## src/rtl/mac_result_drain.sv

```systemverilog
// Result drain for mac_array: captures a complete set of four accumulators, requantizes
// each lane (rounding shift, optional ReLU, saturation) and streams them out one per transfer.
module mac_result_drain #(
    parameter int ACC_W  = 16,
    parameter int OUT_W  = 8,
    parameter int N_MACS = 4
) (
    input  logic                    clk,
    input  logic                    rst_n,
    input  logic signed [ACC_W-1:0] acc_in_0,
    input  logic signed [ACC_W-1:0] acc_in_1,
    input  logic signed [ACC_W-1:0] acc_in_2,
    input  logic signed [ACC_W-1:0] acc_in_3,
    input  logic [N_MACS-1:0]       acc_valid,
    input  logic [3:0]              shift,
    input  logic                    relu_en,
    output logic [N_MACS-1:0]       clear,
    output logic signed [OUT_W-1:0] out_data,
    output logic [1:0]              out_idx,
    output logic                    out_valid,
    input  logic                    out_ready,
    output logic                    out_last,
    output logic                    busy,
    output logic                    overrun
);

    typedef enum logic {
        IDLE  = 1'b0,
        DRAIN = 1'b1
    } state_t;

    localparam logic [1:0]              LAST_IDX = 2'(N_MACS - 1);
    localparam logic signed [ACC_W:0]   OUT_MAX  = $signed((ACC_W + 1)'(2 ** (OUT_W - 1) - 1));
    localparam logic signed [ACC_W:0]   OUT_MIN  = ~OUT_MAX;

    // One extra bit of headroom keeps the rounding add from overflowing.
    function automatic logic signed [OUT_W-1:0] requant(
        input logic signed [ACC_W-1:0] acc,
        input logic [3:0]              sh,
        input logic                    relu
    );
        logic signed [ACC_W:0] v;
        logic [ACC_W:0]        rnd;
        v   = {acc[ACC_W-1], acc};
        rnd = '0;
        if (sh != 4'd0) begin
            rnd = (ACC_W + 1)'(1) << (sh - 4'd1);
        end
        v = v + $signed(rnd);
        v = v >>> sh;
        if (relu && v[ACC_W]) begin
            v = '0;
        end
        if (v > OUT_MAX) begin
            v = OUT_MAX;
        end else if (v < OUT_MIN) begin
            v = OUT_MIN;
        end
        return v[OUT_W-1:0];
    endfunction

    state_t                  state_q, state_d;
    logic [1:0]              idx_q, idx_d;
    logic signed [OUT_W-1:0] out_data_q, out_data_d;
    logic                    out_last_q, out_last_d;
    logic [N_MACS-1:0]       clear_q, clear_d;
    logic                    overrun_q, overrun_d;
    logic signed [OUT_W-1:0] lane_q [N_MACS];
    logic signed [OUT_W-1:0] lane_d [N_MACS];
    logic signed [ACC_W-1:0] acc_arr [N_MACS];

    logic set_full;
    logic xfer;
    logic capture;

    assign acc_arr[0] = acc_in_0;
    assign acc_arr[1] = acc_in_1;
    assign acc_arr[2] = acc_in_2;
    assign acc_arr[3] = acc_in_3;

    assign set_full = &acc_valid;
    assign xfer     = (state_q == DRAIN) && out_ready;

    always_comb begin
        for (int i = 0; i < N_MACS; i++) begin
            lane_d[i] = requant(acc_arr[i], shift, relu_en);
        end
    end

    // NOTE: every signal written here gets a default first, so no path can infer a latch.
    always_comb begin
        state_d    = state_q;
        idx_d      = idx_q;
        out_data_d = out_data_q;
        out_last_d = out_last_q;
        clear_d    = '0;
        overrun_d  = overrun_q;
        capture    = 1'b0;

        case (state_q)
            IDLE: begin
                if (set_full) begin
                    capture = 1'b1;
                end
            end
            DRAIN: begin
                if (xfer && out_last_q) begin
                    if (set_full) begin
                        capture = 1'b1;
                    end else begin
                        state_d    = IDLE;
                        idx_d      = '0;
                        out_data_d = '0;
                        out_last_d = 1'b0;
                    end
                end else begin
                    if (xfer) begin
                        idx_d      = idx_q + 2'd1;
                        out_data_d = lane_q[idx_q + 2'd1];
                        out_last_d = ((idx_q + 2'd1) == LAST_IDX);
                    end
                    // A full set arriving mid-drain is dropped and remembered as overrun.
                    if (set_full) begin
                        overrun_d = 1'b1;
                    end
                end
            end
        endcase

        if (capture) begin
            state_d    = DRAIN;
            idx_d      = '0;
            out_data_d = lane_d[0];
            out_last_d = 1'b0;
            clear_d    = '1;
        end
    end

    // NOTE: sequential state uses non-blocking assignments so all flops update together.
    always_ff @(posedge clk or negedge rst_n) begin
        if (!rst_n) begin
            state_q    <= IDLE;
            idx_q      <= '0;
            out_data_q <= '0;
            out_last_q <= 1'b0;
            clear_q    <= '0;
            overrun_q  <= 1'b0;
            // NOTE: the lane store is only four words, so it is reset like any other register.
            for (int i = 0; i < N_MACS; i++) begin
                lane_q[i] <= '0;
            end
        end else begin
            state_q    <= state_d;
            idx_q      <= idx_d;
            out_data_q <= out_data_d;
            out_last_q <= out_last_d;
            clear_q    <= clear_d;
            overrun_q  <= overrun_d;
            if (capture) begin
                for (int i = 0; i < N_MACS; i++) begin
                    lane_q[i] <= lane_d[i];
                end
            end
        end
    end

    assign out_valid = (state_q == DRAIN);
    assign busy      = (state_q == DRAIN);
    assign out_data  = out_data_q;
    assign out_idx   = idx_q;
    assign out_last  = out_last_q;
    assign clear     = clear_q;
    assign overrun   = overrun_q;

endmodule
```

## config.mk

```make
export PLATFORM = sky130hd
export DESIGN_NAME = mac_result_drain
export DESIGN_NICKNAME = d
export VERILOG_FILES = /design/src/rtl/mac_result_drain.sv
export SDC_FILE = /design/constraint.sdc
export NUM_CORES = 1
export LEC_CHECK = 0
export ABC_AREA = 1
export ABC_CLOCK_PERIOD_IN_PS = 5400
export BUFFER_PORTS_ARGS = -buffer_cell sky130_fd_sc_hd__buf_2
export CORE_MARGIN = 1
export CORE_UTILIZATION = 45
export CTS_BUF_LIST = sky130_fd_sc_hd__clkbuf_8
export CTS_CLUSTER_DIAMETER = 80
export DETAILED_ROUTE_END_ITERATION = 10
export PLACE_DENSITY = 0.7
export RECOVER_POWER = 50
export SETUP_SLACK_MARGIN = 0.3
export SLEW_MARGIN = 20
export SYNTH_ARGS = -nofsm -noshare
export SYNTH_HDL_FRONTEND = slang
export SYNTH_SLANG_ARGS = --single-unit
```

## constraint.sdc

```tcl
create_clock -name clk -period 5.4 [get_ports clk]
set_clock_uncertainty 0.15 [all_clocks]
set_input_delay 1.62 -clock clk [delete_from_list [all_inputs] [get_ports clk]]
set_output_delay 1.62 -clock clk [all_outputs]
set_load 0.02 [all_outputs]
```

# After elaboration in Yosys (flattened, before gate mapping)
# Index checks and enable logic that the tools add are counted.
# W data, S select, Z words.
# word_totals
elab_cells	85
ff_bits	49
out_inout_bits	18
# classes
order_cmp	9
n_addsub	6
shift	5
reduce_logical	12
bitwise	3
n_mux	38
n_eq_ne	2
# ops
cell	n
$mux W8	15
$mux W17	5
$add A16 B17 Y17	4
$gt A17 B8 Y1 const B	4
$lt A17 B8 Y1 const B	4
$sshr A17 B4 Y17	4
$shl A1 B4 Y17 const A	1
$bmux W8 S2	1
$mux W1	10
$mux W2	5
$logic_and A1 B1 Y1	6
$reduce_and A6 Y1	1
$mux W4	1
$reduce_and A4 Y1	1
$reduce_bool A4 Y1	1
$sub A4 B1 Y4 const B	1
$ge A3 B3 Y1 const B	1
$ne A3 B3 Y1 const B	1
$not A2 Y3	1
$reduce_and A3 Y1	1
$reduce_bool A3 Y1	1
$add A2 B1 Y2 const B	1
$eq A2 B2 Y1 const B	1
$not A1 Y1	2
other kinds (2)	2

# Logic depth before layout (Yosys ltp)
# Gate-level depths: netlist (run 1).
# depth
word_depth	11
mapped_depth	32
ltp_nobuf	30

# Least setup slack after synthesis (run 1)
# OpenSTA, ideal clock, no wires.
# synth_path
kind	input -> register
startpoint	input shift[0]
endpoint	register out_data_q[0] (netlist: out_data[0])
setup_time_ns	0.077
arrival_ns	5.022
stages	31
n_path_buf	3
slack_ns	0.151
required_time_ns	5.173
path_cell_list	buf_4 > inv_2 > clkbuf_1 > buf_1 > nor2_1 > inv_1 > nor2_1 > ha_1 > inv_1 > o21bai_1 > inv_1 > nor2_1 > nor2_1 > nor2_1 > nor3_1 > nand2_1 > nand2_1 > nand3_1 > nand3_1 > nand2_1 > nand2_1 > nand2_1 > o21ai_1 > nand2_1 > nor2_1 > nand2_1 > nand2_2 > nand2_1 > nand2_1 > nand2_1 > a21oi_1
# synth_via
elab_chain_len	11
word_cells_on_any_way	13
# synth_lines
element	line	text
from (decl)	15	input logic [3:0] shift,
$sub A4 B1 Y4	47	rnd = (ACC_W + 1)'(1) << (sh - 4'd1);
$shl A1 B4 Y17	47	
$mux W17	46	if (sh != 4'd0) begin
$add A16 B17 Y17	49	v = v + $signed(rnd);
$sshr A17 B4 Y17 *	50	v = v >>> sh;
$logic_and A1 B1 Y1	51	if (relu && v[ACC_W]) begin
$mux W17 *	51	
$lt A17 B8 Y1	56	end else if (v < OUT_MIN) begin
$mux W8	56	
$mux W8 *	54	if (v > OUT_MAX) begin
$mux W8 *	130	if (capture) begin
to (signal assigned)	155	out_data_q <= out_data_d;
to (decl)	64	logic signed [OUT_W-1:0] out_data_q, out_data_d;
# Mark *: on every way between the ends. The rest lies on a longest branch, timed or not.
# A chain may end at the register's enable or synchronous reset.

# Worst setup path in the final report (run 1)
# layout_path
startpoint	input shift[1]
endpoint	register lane_q[5] (netlist bit)
# layout_via
elab_chain_len	10
word_cells_on_any_way	12
# layout_lines
element	line	text
$sub A4 B1 Y4	47	
$shl A1 B4 Y17	47	
$mux W17	46	
$add A16 B17 Y17	49	
$sshr A17 B4 Y17 *	50	
$logic_and A1 B1 Y1	51	
$mux W17 *	51	
$lt A17 B8 Y1	56	
$mux W8	56	
$mux W8 *	54	
to (signal, indexed assignment)	161	lane_q[i] <= lane_d[i];
to (decl)	68	logic signed [OUT_W-1:0] lane_q [N_MACS];
# Marked as above.

==> summary.md, run 1 <==
| Metric | Value |
|---|---|
| Reg clk slew, reported paths | 0.08 ns |
| Most used cell, CP | nand2_1 |
| Crit path depth | 25 |
| Root Buffer | clkbuf_8 |
| WL per Instance | 15.4 um |
| Asr flop ratio synth | 1.00 |
| Final Cycle Share | 0.894 |
| Outcome | complete, but fails checks |
| Row count | 51 |
| Ys flop type | dfrtp_1 |
| Slowest stage delay, CP | 0.32 ns |
| TritonCTS clock tree | yes |
| CP max-delay cell | ha_2 |
| P per Cell Area | 205 mW/mm^2 |
| DRC violations left | 0 |
| CP required | 5.43 ns |
| Mean post-synth cell area | 5.52 um^2 |
| Synth area leader | nand2_1 |
| Core ar. | 0.0196 mm^2 |
| Yosys top cell area share | 0.215 |
| Final wirelength | 30500 um |
| First-pass GRT wire length | 49800 um |
| Mapped Cells | 1640 |
| Chip Height | 144 um |
| Max clock buf depth | 2 |
| Pin count of the biggest net entering global routing | 61 |
| Max Freq | 207 MHz |
| Final hold viol count | 0 |
| Routed via count | 10900 |
| Number of unique standard cell types used by synthesis | 54 |
| Worst-Margin Slew | 1.59 ns |
| Max-slew violation count | 69 |
| Worst-Skew Late Latency | 0.29 ns |
| Number of DRC markers in iteration 0 | 767 |
| Port-buffer cells | 93 |
| Die area | 0.0207 mm^2 |
| Max-Slew Margin vs Limit | -0.0630 |
| Initial antenna violation count | 0 |
| Max-cap violations | 2 |
| Register area share after synthesis | 0.127 |
| Post-DP HPWL | 25200 um |
| Post-route ant nets | 0 |
| Ys Warns | 0 |
| Grt total ovfl | 0 |
| Worst Setup End Kind | register |
| Via/cell ratio | 5.47 |
| Vias in the first global route | 10100 |
| Top post-synthesis cells by area | nand2_1, nand3_1, dfrtp_1 |
| Unrepaired setup endpoints after global routing | no |
| Initial core utilization | 0.462 |
| Final setup fails | 0 |
| Setup TNS | 0 ns |
| Antenna diodes | 0 |
| Crit path max-delay family | simple AND/OR/NAND/NOR gates |
| Share of post-route cells with drive strength above 1 | 0.139 |
| Setup Crit Path Kind | input pin to register |
| CTS sink count | 46 |
| Pleak | 5.53 nW |
| Router iterations before antenna repair | 5 |
| Worst hold stages | 1 |
| Post-synth EDFFs | 0 |
| Max FO, Critical Path | 7 |
| Final net count | 1852 |
| VDD IR-drop max | 0.182 mV |
| H-tree levels | 2 |
| Setup crit start kind | input pin |
| Failing checks | max-capacitance violations, max-slew violations |
| Post-layout minimum cycle time | 4.83 ns |
| Number of CTS-inserted buffers | 5 |
| Worst Path Buf+Inv | 6 |
| Synth Register Bits | 46 |
| Gpl congestion | 0.975 |
| Worst Path Arrival | 4.86 ns |
| Total Routing Usage GR | 0.301 |
| R2R depth | 8 |
| Die width | 144 um |
| Post-route cell area | 0.0100 mm^2 |
| IO Pins | 94 |
| Mapped Area | 0.00905 mm^2 |
| Area grow syn2layout | 11.0% |
| Min-delay worst type | register to register |
| Placed cell area | 0.00988 mm^2 |
==> kinds of logic after synthesis <==
group                    share of synthesized area
adder cells (fa/ha/maj)                     0.0733
other                                     0.000415
buffers and inverters                        0.105
flip-flops                                   0.127
AND/OR/NAND/NOR                              0.490
multiplexers                               0.00443
AO/OA/AOI/OAI                                0.172
XOR/XNOR                                    0.0281
==> worst reg2reg max path, cell delays in order (launching register included) <==
cell	delay, ns
dfrtp_1	0.40
nand2_1	0.08
nor2_1	0.18
nor2_1	0.08
nor2_2	0.10
clkbuf_1	1.15
inv_1	0.58
nand2_1	0.17
o21ai_0	0.09
==> layout make-up <==
cell class	instances	area [um^2]
Inverter	178	671
Sequential cell	46	1150
Clock inverter	2	11.3
Clock buffer	5	68.8
Fill cell	2202	9550
Tap cell	265	332
Multi-Input combinational cell	1359	7050
Timing Repair Buffer	133	753
==> through the flow <==
stage | hold slack (ns) | power [mW] | instances | utilization | setup WS, ns
2_1_floorplan | 0.299 | 1.52 | 1643 | - | 0.346
3_5_place_dp | 0.313 | 1.85 | 1979 | 0.504 | 0.106
5_1_grt | 0.361 | 2.27 | 1988 | 0.512 | 0.244
4_1_cts | 0.334 | 2.05 | 1986 | 0.508 | 0.398
3_3_place_gp | 0.309 | 1.83 | 1979 | 0.504 | 0.137
6_report | 0.332 | 2.06 | 1988 | 0.512 | 0.570
==> worst paths after layout <==
check                         start           to  slack [ns]
setup / recovery           shift[1]    lane_q[5]        0.57
min in group asynchronous     rst_n  out_data[5]        1.26
max in group asynchronous     rst_n    lane_q[7]        1.89
hold / removal              overrun      overrun        0.33
hold reg to reg             overrun      overrun        0.33
setup reg to reg               busy    lane_q[7]        2.29
==> power breakdown <==
part	total (mW)	switching (mW)	internal (mW)
clock network	0.198	0.111	0.0869
registers	0.630	0.124	0.507
logic	1.23	0.799	0.430
==> layer usage <==
layer,wire [um],share of wire,global-route usage,vias up
met5,0,0,0,-
met4,973,0.032,0.0913,0
met3,1760,0.058,0.0310,67
met2,13600,0.44,0.499,362
met1,14200,0.47,0.408,4863
li1,-,-,-,5589
==> timing repair <==
action                     CTS  global route
hold endpoints to repair     0             0
gates resized for setup      0            29
setup endpoints to repair    0            35
hold buffers                 0             0
buffers inserted             0             1
==> cells in the final DEF, fill, tap and decap left out, drive strengths merged, types with 5 or more instances in the layout <==
cell,netlist,final
nand2,554,554
xor2,21,21
a21oi,105,105
nor2,157,157
nand3,249,249
a211oi,8,8
o21bai,12,12
clkbuf,23,17
a21o,5,5
xnor2,8,8
a31oi,15,15
nor3,16,16
dfrtp,46,46
o2111ai,5,5
inv,177,178
or2,6,6
o21ai,84,84
nand4,23,23
a21boi,5,5
buf,37,121
ha,53,53
o211ai,5,5
==> synth_stat cells (all sizes together) (16+ instances only) <==
cell type	instances
inv	177
nand3	249
nor2	157
a21oi	105
clkbuf	23
o21ai	84
buf	37
nand2	554
nor3	16
dfrtp	46
xor2	21
ha	53
nand4	23
==> state kept, by name, summed over array words and instances (netlist names) <==
name	cells
out_idx	2
busy	1
lane_q	32
overrun	1
out_data	8
clear	1
out_last	1
No activity file was read; power rests on OpenSTA's default activity.
==> run 2: changes to the inputs <==
Settings changed: RECOVER_POWER 50 to 25.
==> summary.md, run 2 (synthesis results as in run 1) <==
| Metric | Value |
|---|---|
| Setup crit start kind | input pin |
| Die width | 144 um |
| Unrepaired setup endpoints after global routing | no |
| DRC violations left | 0 |
| Initial core utilization | 0.462 |
| Share of post-route cells with drive strength above 1 | 0.143 |
| R2R depth | 7 |
| Final Non-Filler Cells | 1988 |
| H-tree levels | 2 |
| Slowest stage delay, CP | 0.32 ns |
| Flop-to-flop setup slack | 2.53 ns |
| Core ar. | 0.0196 mm^2 |
| Chip Height | 144 um |
| TritonCTS clock tree | yes |
| Via/cell ratio | 5.48 |
| Worst Path Buf+Inv | 6 |
| Final wirelength | 30500 um |
| Max FO, Critical Path | 7 |
| Outcome | complete, but fails checks |
| Worst Path Arrival | 4.85 ns |
| Gpl congestion | 0.975 |
| CP max-delay cell | ha_2 |
| Post-layout minimum cycle time | 4.82 ns |
| Max-cap violations | 1 |
| Final hold viol count | 0 |
| P per Cell Area | 205 mW/mm^2 |
| WL per Instance | 15.4 um |
| CTS sink count | 46 |
| Worst hold stages | 1 |
| Pleak | 5.55 nW |
| Number of CTS-inserted buffers | 5 |
| Most used cell, CP | nand2_1 |
| Worst Setup End Kind | register |
| Area grow syn2layout | 11.1% |
| Routed via count | 10900 |
| Post-route ant nets | 0 |
| Post-DP HPWL | 25200 um |
| Initial antenna violation count | 0 |
| Final Cycle Share | 0.893 |
| Max-slew violation count | 31 |
| Reg with most FFs | lane_q |
| Design Power | 2.06 mW |
| Number of DRC markers in iteration 0 | 768 |
| Most common library cell in the layout ignoring fill and taps | nand2_1 |
| Critical R2R Launch | out_idx[0] |
| Setup Crit Path Kind | input pin to register |
| VDD IR-drop max | 0.182 mV |
| Crit path max-delay family | simple AND/OR/NAND/NOR gates |
| Router iterations before antenna repair | 5 |
| Hold_sp | overrun |
| Max clock buf depth | 2 |
| Critical register-to-register path endpoint | out_data[1] |
| Placed cell area | 0.00988 mm^2 |
| Vias in the first global route | 10100 |
| Placed cells | 1979 |
| Reg clk slew, reported paths | 0.08 ns |
| Port-buffer cells | 93 |
| Antenna diodes | 0 |
| Min-delay worst type | register to register |
| Worst setup path startpoint | shift[1] |
| Max Freq | 207 MHz |
| Total Routing Usage GR | 0.301 |
| First-pass GRT wire length | 49800 um |
| CP required | 5.43 ns |
| Worst-Skew Late Latency | 0.29 ns |
| WHS Endpoint | overrun |
| Root Buffer | clkbuf_8 |
| Final net count | 1852 |
| Setup TNS | 0 ns |
| Final setup fails | 0 |
| Max-Slew Margin vs Limit | -0.0622 |
| Worst-Margin Slew | 1.59 ns |
| Post-route cell area | 0.0100 mm^2 |
| Failing checks | max-capacitance violations, max-slew violations |
| Row count | 51 |
| IO Pins | 94 |
| Commonest cells after routing, fill and taps aside | nand2_1, nand3_1, inv_1 |
| Number of flip-flops in the largest register | 32 |
| Pin count of the biggest net entering global routing | 61 |
| Die area | 0.0207 mm^2 |
| Grt total ovfl | 0 |
run 2: changes by cell type in the layout (fill, tap and decap cells not counted), sizes merged:
| cell | before | now |
|---|---|---|
| clkbuf | 17 | 9 |
| buf | 121 | 129 |
run 2: cell type report:
cell class                      instances  area (um^2)
Clock inverter                          2         11.3
Timing Repair Buffer                  133          766
Tap cell                              265          332
Multi-Input combinational cell       1359         7050
Inverter                              178          671
Clock buffer                            5         68.8
Fill cell                            2196         9540
Sequential cell                        46         1150
run 2: power breakdown:
part,internal (mW),total (mW),leakage [nW],switching (mW)
Clock,0.0869,0.197,0.0414,0.110
Combinational,0.436,1.23,4.97,0.798
Sequential,0.507,0.630,0.535,0.123
run 2: per-stage QoR:
| step | worst slack [ns] | util | hold slack, ns |
|---|---|---|---|
| after floorplan | 0.346 | - | 0.299 |
| after global placement | 0.137 | 0.504 | 0.309 |
| after detailed placement | 0.106 | 0.504 | 0.313 |
| after CTS | 0.398 | 0.508 | 0.334 |
| after global routing | 0.281 | 0.513 | 0.361 |
| final | 0.576 | 0.513 | 0.329 |
run 2: metal layers:
layer | global-route usage | vias to the layer above | wire length [um]
met2 | 0.499 | 360 | 13600
li1 | - | 5587 | -
met1 | 0.408 | 4869 | 14200
met5 | 0 | - | 0
met3 | 0.0310 | 69 | 1730
met4 | 0.0913 | 0 | 983
run 2: repair_timing:
action	CTS	global route
resized for setup	0	29
hold endpoints to repair	0	0
buffers inserted	0	1
setup endpoints to repair	0	35
hold buffers	0	0
run 2: worst max-delay path by stage:
stage / end / slack (ns) / cells past startpoint
after floorplan: out_data[0] / 0.35 / 23
after global placement: lane_q[10] / 0.14 / 22
after detailed placement: lane_q[14] / 0.11 / 22
after CTS: lane_q[14] / 0.40 / 22
after global routing: lane_q[20] / 0.28 / 27
final: lane_q[5] / 0.58 / 25
run 2: worst register-to-register path, stage by stage (launching register included):
cell and delay, ns:
dfrtp_1 0.82, inv_1 0.34, ha_1 0.37, clkinv_1 0.34, a21oi_1 0.26, o21ai_0 0.11, a31oi_1 0.26, a21oi_1 0.10
==> run 3: changes to the inputs <==
Settings changed: PLACE_DENSITY 0.7 to 0.61.
==> summary.md, run 3 (synthesis results as in run 1) <==
| Metric | Value |
|---|---|
| Outcome | complete, but fails checks |
| Failing checks | max-capacitance violations, max-slew violations |
| Worst Setup End Kind | register |
| Reg clk slew, reported paths | 0.08 ns |
| Area grow syn2layout | 12.6% |
| Number of DRC markers in iteration 0 | 645 |
| Post-route setup slack | 0.580 ns |
| Post-route ant nets | 0 |
| Min-delay worst type | register to register |
| Core ar. | 0.0196 mm^2 |
| CP required | 5.42 ns |
| Setup Crit Path Kind | input pin to register |
| Max FO, Critical Path | 7 |
| P per Cell Area | 205 mW/mm^2 |
| Post-DP HPWL | 25900 um |
| Worst-Skew Late Latency | 0.30 ns |
| Number of CTS-inserted buffers | 5 |
| Post-layout minimum cycle time | 4.82 ns |
| Most common library cell in the layout ignoring fill and taps | nand2_1 |
| Max-cap violations | 1 |
| Grt total ovfl | 0 |
| Worst-Margin Slew | 2.43 ns |
| Root Buffer | clkbuf_8 |
| Chip Height | 144 um |
| Max clock buf depth | 2 |
| Filler cell count | 2203 |
| DRC violations left | 0 |
| Share of post-route cells with drive strength above 1 | 0.151 |
| Router iterations before antenna repair | 6 |
| Number of flip-flops in the largest register | 32 |
| Row count | 51 |
| Reg with most FFs | lane_q |
| Setup crit start kind | input pin |
| Unrepaired setup endpoints after global routing | no |
| First-pass GRT wire length | 50600 um |
| Commonest cells after routing, fill and taps aside | nand2_1, nand3_1, inv_1 |
| TritonCTS clock tree | yes |
| Gpl congestion | 0.931 |
| IO Pins | 94 |
| CTS sink count | 46 |
| Final setup fails | 0 |
| Antenna diodes | 0 |
| WL per Instance | 15.8 um |
| Port-buffer cells | 93 |
| Die area | 0.0207 mm^2 |
| DP Worst Slack | -0.0780 ns |
| Die width | 144 um |
| Initial antenna violation count | 0 |
| Final Cycle Share | 0.893 |
| Vias in the first global route | 10300 |
| Max Freq | 207 MHz |
| Initial core utilization | 0.462 |
| Final wirelength | 31500 um |
| Multi-input gate area | 0.00711 mm^2 |
| Pleak | 5.61 nW |
| Reg area | 0.00115 mm^2 |
| Pin count of the biggest net entering global routing | 61 |
| Total Routing Usage GR | 0.312 |
| VDD IR-drop max | 0.121 mV |
| H-tree levels | 2 |
| Final net count | 1858 |
| Core Util, Final | 0.520 |
| Routed via count | 10900 |
| Final hold viol count | 0 |
| Max-slew violation count | 47 |
| Via/cell ratio | 5.45 |
| Worst Path Arrival | 4.84 ns |
| Max-Slew Margin vs Limit | -0.621 |
-- run 3: changes by cell type in the layout (fill, tap and decap cells not counted), sizes merged --
| cell | previous run | this run |
|---|---|---|
| clkbuf | 9 | 8 |
| buf | 129 | 136 |
-- run 3: cell type report --
type,instances,share of cell area
clock inverter,2,0.00111
timing repair buffer,139,0.0829
multi-input combinational,1359,0.698
sequential,46,0.113
tap,265,0.0325
clock buffer,5,0.00676
inverter,178,0.0661
-- run 3: where the power goes --
group,total (mW),switching [mW],internal (mW)
registers,0.630,0.124,0.507
logic,1.26,0.816,0.443
clock network,0.200,0.113,0.0871
-- run 3: critical path, stage by stage --
cell and delay [ns]:
clkbuf_4 0.18, inv_2 0.08, nand2_2 0.16, nor2_4 0.06, buf_4 0.15, buf_4 0.15
ha_2 0.39, a21oi_2 0.08, o21ai_0 0.18, inv_1 0.08, o21ai_0 0.20, nor3_2 0.07
nand2_1 0.06, nand2_1 0.05, nand2_2 0.12, inv_2 0.06, nand2_1 0.07, nand3_1 0.07
nand2_1 0.12, nand2_1 0.05, nand2_1 0.11, nand2_1 0.08, nor2_1 0.10, nand3b_1 0.13
a21oi_4 0.27, a21oi_1 0.11
-- run 3: layer usage --
metal | track usage | part of all wire | up-vias
met5 | 0 | 0 | -
met4 | 0.0963 | 0.029 | 0
met3 | 0.0323 | 0.045 | 60
met2 | 0.558 | 0.48 | 269
met1 | 0.391 | 0.44 | 4926
li1 | - | - | 5610
-- run 3: per-stage QoR --
step	hold WS [ns]	TNS, ns	instances	power [mW]	instance area [um^2]
2_1_floorplan	0.299	0	1643	1.52	9070
3_3_place_gp	0.307	-1.22	1981	1.86	9920
3_5_place_dp	0.312	-0.994	1981	1.86	9920
4_1_cts	0.338	0	1988	2.07	10000
5_1_grt	0.367	0	1994	2.30	10200
6_report	0.331	0	1994	2.09	10200
-- run 3: final timing paths --
check | from | cells after the start | slack (ns) | to
min in group asynchronous | rst_n | 1 | 1.91 | out_data[7]
max in group asynchronous | rst_n | 1 | 1.80 | lane_q[15]
hold / removal | overrun | 1 | 0.33 | overrun
setup reg to reg | out_idx[0] | 7 | 2.46 | out_data[2]
hold reg to reg | overrun | 1 | 0.33 | overrun
setup / recovery | shift[2] | 26 | 0.58 | lane_q[0]
-- run 3: timing repair --
item	4_1_cts	5_1_grt
hold endpoints to repair	0	0
hold buffers	0	0
resized for setup	1	44
cloned	0	0
pin swaps	0	10
buffers inserted	0	6
endpoints found under the setup margin	21	35
